<file path="src/rtl/fpu_sched_pkg.sv">
// ---------------------------------------------------------------------------
// fpu_sched_pkg
//   Shared types and sizing constants for the FPU operation scheduler.
//   - sched_state_t : scheduler FSM states
//   - sched_desc_t  : one queued operation (unit index + region bounds)
//   The PKG_* constants size the descriptor struct; the scheduler top
//   checks at elaboration that its own parameters fit these sizes.
// ---------------------------------------------------------------------------
package fpu_sched_pkg;

   localparam int PKG_NUM_UNITS   = 8;
   localparam int PKG_NUM_HANDLES = 4;
   localparam int PKG_ADDR_W      = 32;
   localparam int PKG_UNIT_W      = $clog2(PKG_NUM_UNITS);
   localparam int PKG_REGION_W    = PKG_NUM_HANDLES * PKG_ADDR_W;

   typedef enum logic [2:0] {
      IDLE,
      CONFIG,
      GO,
      RELEASE,
      ABORT
   } sched_state_t;

   // rbegin/rend hold every handle's bounds, handle 0 in the LSBs.
   typedef struct packed {
      logic [PKG_UNIT_W-1:0]   unit;
      logic [PKG_REGION_W-1:0] rbegin;
      logic [PKG_REGION_W-1:0] rend;
   } sched_desc_t;

endpackage

</file>
<file path="src/rtl/sched_desc_fifo.sv">
// ---------------------------------------------------------------------------
// sched_desc_fifo
//   Synchronous FIFO of sched_desc_t, DEPTH entries (power of two, >= 2).
//   Ports:
//     clk, rst    : clock, asynchronous active-high reset (empties FIFO)
//     push        : write push_data (ignored when full)
//     push_data   : descriptor to enqueue
//     pop         : drop the head entry (ignored when empty)
//     full, empty : occupancy flags
//     head        : oldest entry, valid while !empty
// ---------------------------------------------------------------------------
module sched_desc_fifo
   import fpu_sched_pkg::*;
#(
   parameter int DEPTH = 4
) (
   input  logic        clk,
   input  logic        rst,
   input  logic        push,
   input  sched_desc_t push_data,
   input  logic        pop,
   output logic        full,
   output logic        empty,
   output sched_desc_t head
);

   localparam int PTR_W = $clog2(DEPTH);

   sched_desc_t      mem [DEPTH];
   logic [PTR_W-1:0] wr_ptr;
   logic [PTR_W-1:0] rd_ptr;
   logic [PTR_W:0]   count;
   logic             do_push;
   logic             do_pop;

   assign do_push = push & ~full;
   assign do_pop  = pop & ~empty;
   assign full    = (count == (PTR_W+1)'(DEPTH));
   assign empty   = (count == '0);
   assign head    = mem[rd_ptr];

   // Pointers wrap naturally because DEPTH is a power of two.
   // NOTE: sequential state uses non-blocking (<=) so every flop samples
   // the pre-edge values, independent of statement order.
   always_ff @(posedge clk or posedge rst) begin
      if (rst) begin
         wr_ptr <= '0;
         rd_ptr <= '0;
         count  <= '0;
      end else begin
         if (do_push) wr_ptr <= wr_ptr + PTR_W'(1);
         if (do_pop)  rd_ptr <= rd_ptr + PTR_W'(1);
         case ({do_push, do_pop})
            2'b10:   count <= count + (PTR_W+1)'(1);
            2'b01:   count <= count - (PTR_W+1)'(1);
            default: count <= count;
         endcase
      end
   end

   // NOTE: the storage array has no reset; entries are only read after
   // being written, and leaving it unreset lets it map to plain RAM/flops.
   always_ff @(posedge clk) begin
      if (do_push) mem[wr_ptr] <= push_data;
   end

endmodule

</file>
<file path="src/rtl/fpu_op_scheduler.sv">
// ---------------------------------------------------------------------------
// fpu_op_scheduler
//   Queues operation descriptors and runs one go/done handshake per
//   descriptor on the selected FPU unit, after driving that descriptor's
//   region bounds onto the shared mem-handle inputs.
//   Ports:
//     clk, rst                  : clock, asynchronous active-high reset
//     desc_valid/desc_ready     : descriptor push handshake
//     desc_unit/begin/end       : descriptor fields (handle 0 in the LSBs)
//     region_begin/region_end   : bounds held from CONFIG until next CONFIG
//     unit_go/unit_done         : one-hot go, per-unit done
//     busy                      : FSM not IDLE or FIFO non-empty
//     op_count                  : completed operations (wraps)
//     bad_unit                  : sticky, descriptor named a missing unit
//     timeout                   : sticky watchdog flag
//   Optional: define FPU_SCHED_WATCHDOG_EN to abort a handshake that stays
//   in GO/RELEASE for TIMEOUT_CYCLES cycles; otherwise timeout is 0.
// ---------------------------------------------------------------------------
module fpu_op_scheduler
   import fpu_sched_pkg::*;
#(
   parameter int NUM_UNITS      = 8,
   parameter int NUM_HANDLES    = 4,
   parameter int ADDR_W         = 32,
   parameter int FIFO_DEPTH     = 4,
   parameter int TIMEOUT_CYCLES = 65535
) (
   input  logic                          clk,
   input  logic                          rst,
   input  logic                          desc_valid,
   output logic                          desc_ready,
   input  logic [$clog2(NUM_UNITS)-1:0]  desc_unit,
   input  logic [NUM_HANDLES*ADDR_W-1:0] desc_begin,
   input  logic [NUM_HANDLES*ADDR_W-1:0] desc_end,
   output logic [NUM_HANDLES*ADDR_W-1:0] region_begin,
   output logic [NUM_HANDLES*ADDR_W-1:0] region_end,
   output logic [NUM_UNITS-1:0]          unit_go,
   input  logic [NUM_UNITS-1:0]          unit_done,
   output logic                          busy,
   output logic [15:0]                   op_count,
   output logic                          bad_unit,
   output logic                          timeout
);

   localparam int U_W = $clog2(NUM_UNITS);

   if (NUM_HANDLES * ADDR_W != PKG_REGION_W || U_W > PKG_UNIT_W ||
       FIFO_DEPTH < 2 || (FIFO_DEPTH & (FIFO_DEPTH - 1)) != 0 ||
       TIMEOUT_CYCLES < 1) begin : g_cfg_check
      $error("fpu_op_scheduler: parameters do not fit fpu_sched_pkg sizing");
   end

   sched_state_t   state;
   sched_state_t   state_nx;
   sched_desc_t    push_data;
   sched_desc_t    head;
   logic [U_W-1:0] cur_unit;
   logic           fifo_full;
   logic           fifo_empty;
   logic           unit_ok;
   logic           sel_done;
   logic           wd_hit;
   logic           op_done;

   assign push_data = '{unit: PKG_UNIT_W'(desc_unit), rbegin: desc_begin, rend: desc_end};

   sched_desc_fifo #(.DEPTH(FIFO_DEPTH)) u_fifo (
      .clk       (clk),
      .rst       (rst),
      .push      (desc_valid),
      .push_data (push_data),
      .pop       (state == CONFIG),
      .full      (fifo_full),
      .empty     (fifo_empty),
      .head      (head)
   );

   assign desc_ready = ~fifo_full;
   assign busy       = (state != IDLE) | ~fifo_empty;
   assign unit_ok    = int'(head.unit) < NUM_UNITS;
   // Only the selected unit's done matters; other bits are ignored.
   assign sel_done   = unit_done[cur_unit];
   assign op_done    = (state == RELEASE) && !sel_done && !wd_hit;

   // NOTE: every signal written here is assigned a default first, so no
   // path through the block can leave it unassigned and infer a latch.
   always_comb begin
      state_nx = state;
      unit_go  = '0;
      case (state)
         IDLE:    if (!fifo_empty) state_nx = CONFIG;
         CONFIG:  state_nx = unit_ok ? GO : IDLE;
         GO: begin
            unit_go[cur_unit] = 1'b1;
            if (sel_done) state_nx = RELEASE;
         end
         RELEASE: if (!sel_done) state_nx = fifo_empty ? IDLE : CONFIG;
         ABORT:   state_nx = IDLE;
         default: state_nx = IDLE;
      endcase
      if (wd_hit) state_nx = ABORT;
   end

   always_ff @(posedge clk or posedge rst) begin
      if (rst) begin
         state        <= IDLE;
         cur_unit     <= '0;
         region_begin <= '0;
         region_end   <= '0;
         op_count     <= '0;
         bad_unit     <= 1'b0;
      end else begin
         state <= state_nx;
         if (state == CONFIG) begin
            if (unit_ok) begin
               cur_unit     <= head.unit[U_W-1:0];
               region_begin <= head.rbegin;
               region_end   <= head.rend;
            end else begin
               bad_unit <= 1'b1;
            end
         end
         if (op_done) op_count <= op_count + 16'd1;
      end
   end

`ifdef FPU_SCHED_WATCHDOG_EN
   localparam int WD_W = $clog2(TIMEOUT_CYCLES + 1);

   logic [WD_W-1:0] wd_cnt;

   // wd_cnt counts cycles already spent in GO/RELEASE; the cycle that would
   // make it TIMEOUT_CYCLES is the last one before ABORT.
   assign wd_hit = ((state == GO) || (state == RELEASE)) &&
                   (wd_cnt == WD_W'(TIMEOUT_CYCLES - 1));

   always_ff @(posedge clk or posedge rst) begin
      if (rst) begin
         wd_cnt  <= '0;
         timeout <= 1'b0;
      end else begin
         // GO is only ever entered from CONFIG, so clearing here clears on entry.
         if (state == CONFIG) wd_cnt <= '0;
         else if ((state == GO) || (state == RELEASE)) wd_cnt <= wd_cnt + WD_W'(1);
         if (wd_hit) timeout <= 1'b1;
      end
   end
`else
   assign wd_hit  = 1'b0;
   assign timeout = 1'b0;
`endif

endmodule

</file>
<file path="config.mk">
export PLATFORM = sky130hd
export DESIGN_NAME = fpu_op_scheduler
export DESIGN_NICKNAME = d
export VERILOG_FILES = /design/src/rtl/fpu_sched_pkg.sv /design/src/rtl/sched_desc_fifo.sv /design/src/rtl/fpu_op_scheduler.sv
export SDC_FILE = /design/constraint.sdc
export NUM_CORES = 1
export LEC_CHECK = 0
export ABC_AREA = 0
export CAP_MARGIN = 20
export CORE_MARGIN = 8
export CORE_UTILIZATION = 50
export DETAILED_ROUTE_END_ITERATION = 7
export GPL_ROUTABILITY_DRIVEN = 0
export PLACE_DENSITY = 0.72
export SLEW_MARGIN = 10
export SYNTH_ARGS = -nofsm -noshare
export SYNTH_HDL_FRONTEND = slang
export SYNTH_SLANG_ARGS = --single-unit
</file>
<file path="constraint.sdc">
create_clock -name clk -period 11.65 [get_ports clk]
set_input_delay 3.495 -clock clk [delete_from_list [all_inputs] [get_ports clk]]
set_output_delay 3.495 -clock clk [all_outputs]
set_load 0.01 [all_outputs]
</file>
-- Yosys cells after proc, flatten, opt, wreduce, memory -nomap -nowiden
Memory sizes are Yosys's and may differ from the RTL's. A register that Yosys moved wholly into a read port is not among the register bits.
Index checks and enable logic that the tools add are counted.
- $add $sub $neg: 5
- order comparisons: 2
- equality and inequality tests: 9
- multiplexer cells: 13
- bitwise gates (word level): 5
- reduce and logical (&&, ||, !) cells: 8
- operators with widths (operator ; number):
    adder 16 x 1 -> 16 bit, second input constant ; 1
    one-hot mux 3 bit (4 select lines) ; 1
    2-to-1 mux 3 bit ; 3
    2-to-1 mux 8 bit ; 1
    == test 3 x 2 -> 1 bit, second input constant ; 2
    zero test 3 bit ; 2
    inequality test 2 bit, second input constant ; 3
    one-hot mux 3 bit (2 select lines) ; 1
    2-to-1 mux 1 bit ; 5
    adder 2 x 1 -> 2 bit, second input constant ; 2
    less-than comparator 3 x 4 -> 1 bit, second input constant ; 1
    adder 3 x 1 -> 3 bit, second input constant ; 1
    binary-select mux 1 bit (select 3 bit) ; 1
    demux 1 bit (select 3 bit) ; 1
    == test 3 x 1 -> 1 bit, second input constant ; 1
    == test 3 bit, second input constant ; 1
    >= comparator 3 x 1 -> 1 bit, second input constant ; 1
    AND reduction 3 bit ; 1
    nonzero test 3 bit ; 1
    subtractor 3 x 1 -> 3 bit, second input constant ; 1
    AND 1 bit ; 2
    == test 2 x 1 -> 1 bit, second input constant ; 1
    == test 2 bit, second input constant ; 1
    logical AND 1 bit ; 2
    other kinds (4) ; 5
- bits in registers: 26
- RAM bits: 1036
- input port bits: 270
- output and inout bits: 284
- logic and storage cells: 48
- memories: 1
- memory list (name ; words ; width ; read ports ; clocked after memory_dff ; write ports ; line ; text):
    u_fifo.mem ; 4 ; 259 ; 1 ; 1 ; 1 ; sched_desc_fifo.sv:29 ; sched_desc_t mem [DEPTH];

-- Logic depth before layout (Yosys ltp)
- word-level depth: 5
- gate-level depth with buffers: 11
- mapped depth without buffers: 10

-- Cells and area by module
A second synthesis with hierarchy kept.
- cell total of the unflattened synthesis: 2044
- area, all modules: 48423.9 µm²
- by module, submodules not included (module ; instances ; cells each ; area each (µm²) ; sequential area each (µm²)):
    sched_desc_fifo ; 1 ; 1391 ; 37780.0 ; 31285.0
    fpu_op_scheduler ; 1 ; 653 ; 10644.0 ; 6931.6

-- Worst setup path before layout
OpenSTA, ideal clock, no wires.
- path kind: input port to flip-flop
- start point: input port desc_valid
- end point: memory u_fifo.mem[0][0] (netlist name), enable pin
- library setup time: 655 ps
- data arrival time: 9417 ps
- required time: 10995 ps
- setup slack: 1577 ps
- stages: 1
- path buffers: 0
- path through: and3_1
- longest elaborated chain between the ends: 3
- RTL lines (item ; line ; text):
    start: declaration ; fpu_op_scheduler.sv:30 ; input logic desc_valid,
    AND 1 bit ; sched_desc_fifo.sv:36 ; assign do_push = push & ~full;
    2-to-1 mux 1 bit ; sched_desc_fifo.sv:64 ; if (do_push) mem[wr_ptr] <= push_data;
    2-to-1 mux 1 bit (not written as such) ; sched_desc_fifo.sv:64 ;
    end: declaration ; sched_desc_fifo.sv:29 ;
No other way between the ends.

-- Final worst setup path
- start point: register state[0]
- end point: output port unit_go[1]
- longest elaborated chain between the ends: 2
- RTL lines (item ; line ; text):
    start: declaration ; fpu_op_scheduler.sv:53 ; sched_state_t state;
    start signal: assignment ; fpu_op_scheduler.sv:113 ; state <= state_nx;
    == test 3 x 2 -> 1 bit ; fpu_op_scheduler.sv:90 ; case (state)
    2-to-1 mux 8 bit ; fpu_op_scheduler.sv:90 ;
    end: declaration ; fpu_op_scheduler.sv:37 ; output logic [NUM_UNITS-1:0] unit_go,
No other way between the ends.

==> summary.md <==
| Metric | Value |
|---|---|
| Outcome | completed |
| Worst path cell trace | inv_1, ha_1, nand2_1, nor3_1, clkdlybuf4s50_1 |
| Die Width | 326.4 microns |
| CP arrival | 2450 ps |
| #FFs+latches synth | 1320 |
| Netlist cell types | 35 |
| Required @ worst endpoint | 8160 ps |
| Synth area leaders | edfxtp_1, dfrtp_1, mux4_2 |
| Core area | 0.09614 sq mm |
| Fillers | 6560 |
| CTS clk-pin slew, worst paths | 60 ps |
| CP peak stage delay | 590 ps |
| TNS Setup | 0 ps |
| Async set-reset flop share out of synthesis | 21.52% |
| Syn_area_per_cell | 23.59 sq um |
| Slew HR | 7.329% |
| Tot GR Track Use | 19.19% |
| CTS Buffer Depth | 3 |
| Nets | 2943 |
| Post-DR wirelength/cell | 25.43 microns |
| CP max-delay cell | clkdlybuf4s50_1 |
| FF-to-FF path depth | 5 |
| WL final | 103.7 mm |
| Setup crit end kind | output port |
| Post-synth EDFFs | 1036 |
| Critical Path Start Type | flip-flop |
| Leak | 20.27 nW |
| Most common cell after layout, fill and taps aside | edfxtp_1 |
| Crit path max-delay family | buffers and inverters |
| Power Dens Cells | 267.6 mW/mm^2 |
| Die ar. | 0.1066 sq mm |
| Top-level I/O count | 554 |
| Worst path buffer plus inverter count | 2 |
| RSZ-0062 raised after global routing | no |
| Clock Latency Late Sink | 740 ps |
| Synth area leader | edfxtp_1 |
| Avg Vias per Cell | 5.530 |
| Setup violations, final | 0 |
| Worst setup path end | unit_go[1] |
| ANT nets after route | 0 |
| Root buf cell | clkbuf_16 |
| Via count | 22550 |
| First-pass GRT wire length | 155.1 mm |
| CTS tree | yes |
| Congestion Overflow GR | 0 |
| Share of layout cells above drive strength 1 | 27.28% |
| Hold Fails Final Rpt | 0 |
| Sequential element share of the synthesized area | 79.31% |
| Max cap viols | 0 |
| FP Rows | 114 |
| Worst hold stages | 1 |
| Setup WS post-layout | 5702 ps |
| Post-Syn Area | 0.04819 sq mm |
| Main synth FF type | edfxtp_1 |
| Commonest cells after routing, fill and taps aside | edfxtp_1, clkdlybuf4s50_1, dfrtp_1 |
| Slew at the pin closest to its max-slew limit | 1390 ps |
| Synth warn | 0 |
| Share of the synthesized area in the top cell type | 64.56% |
| Post-CTS Setup Bufs | 0 |
| Worst slack at placement | 5131 ps |
| H-tree Lvls | 4 |
| Peak supply drop | 0.1803 mV |
| Cts repair resizes | 0 |
| Hpwl dp | 62.90 mm |
| Num CTS Buffers | 133 |
| Syn-to-layout area delta | 23.89% |
| Sinks on Clock Net | 1320 |
| Worst Setup SP | state[0] |
| Multi-input logic area | 0.009543 sq mm |
| Setup CP Type | flip-flop to output port |
| RR Endpoint | region_begin[41] |
| TritonRoute pass-1 iters | 5 |
| Initial antenna violation count | 34 |
| R2r setup slk | 7930 ps |
| Initial Utilization | 50.12% |
| R2r startpoint | u_fifo.rd_ptr[0] |
| Final period util | 51.06% |
| Period minus WS final | 5948 ps |
| Cells after Synth | 2043 |
| Vias in the first global route | 24230 |
| Die Y | 326.4 microns |
| Total power | 15.98 mW |
| Slew Limit Fails | 0 |
| DRC violation count after routing | 0 |
| Hold Path Class | flip-flop to flip-flop |
| CTS hold repair buffers | 0 |
| DR iter-0 viols | 1650 |
| Largest net degree at the start of global routing | 139 |
| Seq. cell area | 0.03822 sq mm |
| Levels on crit path | 5 |
| CP max FO | 4 |
| Clock Skews | 41.19 ps |
| Buffers added on ports | 551 |
| Max Clk Rate | 0.1681 GHz |
## through the flow
stage / std cells / hold slack, ps / area, sq um / util [%]
finish: 4078 / 501.0 / 59700 / 62.09
global route: 4068 / 515.0 / 59670 / 62.07
CTS: 4050 / 499.1 / 59600 / 62.00
detailed placement: 3802 / 491.0 / 55190 / 57.41
global placement: 3802 / 465.1 / 55190 / 57.41
floorplan: 2044 / 464.3 / 48190 / -
## where the power goes
group / switching, mW / leakage, nW / internal, mW / total, mW
Clock: 1.77 / 2.16 / 2.46 / 4.23
Combinational: 2.22 / 5.28 / 2.58 / 4.80
Sequential: 0.526 / 12.8 / 6.42 / 6.95
## layer usage
layer / GRT usage [%] / share of wire [%] / vias up
met4: 7.856 / 2.9 / 18
met3: 6.003 / 7.4 / 174
met2: 31.58 / 51 / 745
met1: 23.70 / 38 / 11950
met5: 0 / 0.12 / -
li1: - / - / 9662
## cell families (layout without fill, tap and decap cells)
group | after synthesis | after routing | synth area share [%]
AOI/OAI and AO/OA | 6 | 6 | 0.09606
xor gates and xnor gates | 21 | 21 | 0.3817
adders and majority gates | 11 | 11 | 0.3012
buffers and inverters | 105 | 836 | 0.9608
DFF | 1320 | 1320 | 79.31
muxes | 525 | 525 | 18.32
other | 1 | 29 | 0.007782
and+or+nand+nor | 54 | 54 | 0.6180
## worst register-to-register path: cells and delay by family, from the launching register on
kind	cells	cell delay, ps
buffers and inverters	3	1990
flip-flops	1	660
multiplexers	2	980
## area by class of cell
type | instances | area share [%]
sequential | 1320 | 64.03
multi-input combinational | 619 | 15.99
timing repair buffer | 578 | 9.738
clock buffer | 179 | 6.139
tap | 1276 | 2.674
clock inverter | 69 | 1.243
antenna | 27 | 0.1132
inverter | 10 | 0.07545
## registers in the layout, indices dropped and copies added (netlist names)
name and cells:
cur_unit 3, region_begin 128, u_fifo.count 3, u_fifo.mem 1036, u_fifo.rd_ptr 2, region_end 128, u_fifo.wr_ptr 2, state 2
op_count 16
## cell usage after synthesis, types with 4 or more instances
cell      instances
nand2_1           7
nor2_1            7
dfrtp_1         284
buf_1            13
ha_1             10
xor2_1            4
and3_1            9
mux2_2          263
nand3_1           9
mux4_2          259
buf_2            24
xnor2_1          17
inv_1            10
clkbuf_1         53
nand4_1           5
and4_1            4
edfxtp_1       1036
## worst min-delay path by stage
stage                     from         endpoint  slack [ps]
2_1_floorplan  u_fifo.count[2]  u_fifo.count[2]         460
3_3_place_gp      op_count[15]     op_count[15]         470
3_5_place_dp      op_count[14]     op_count[14]         490
4_1_cts           op_count[14]     op_count[14]         500
5_1_grt           op_count[15]     op_count[15]         510
6_report          op_count[14]     op_count[14]         500
Note: power is estimated with default switching activity, not from simulation.
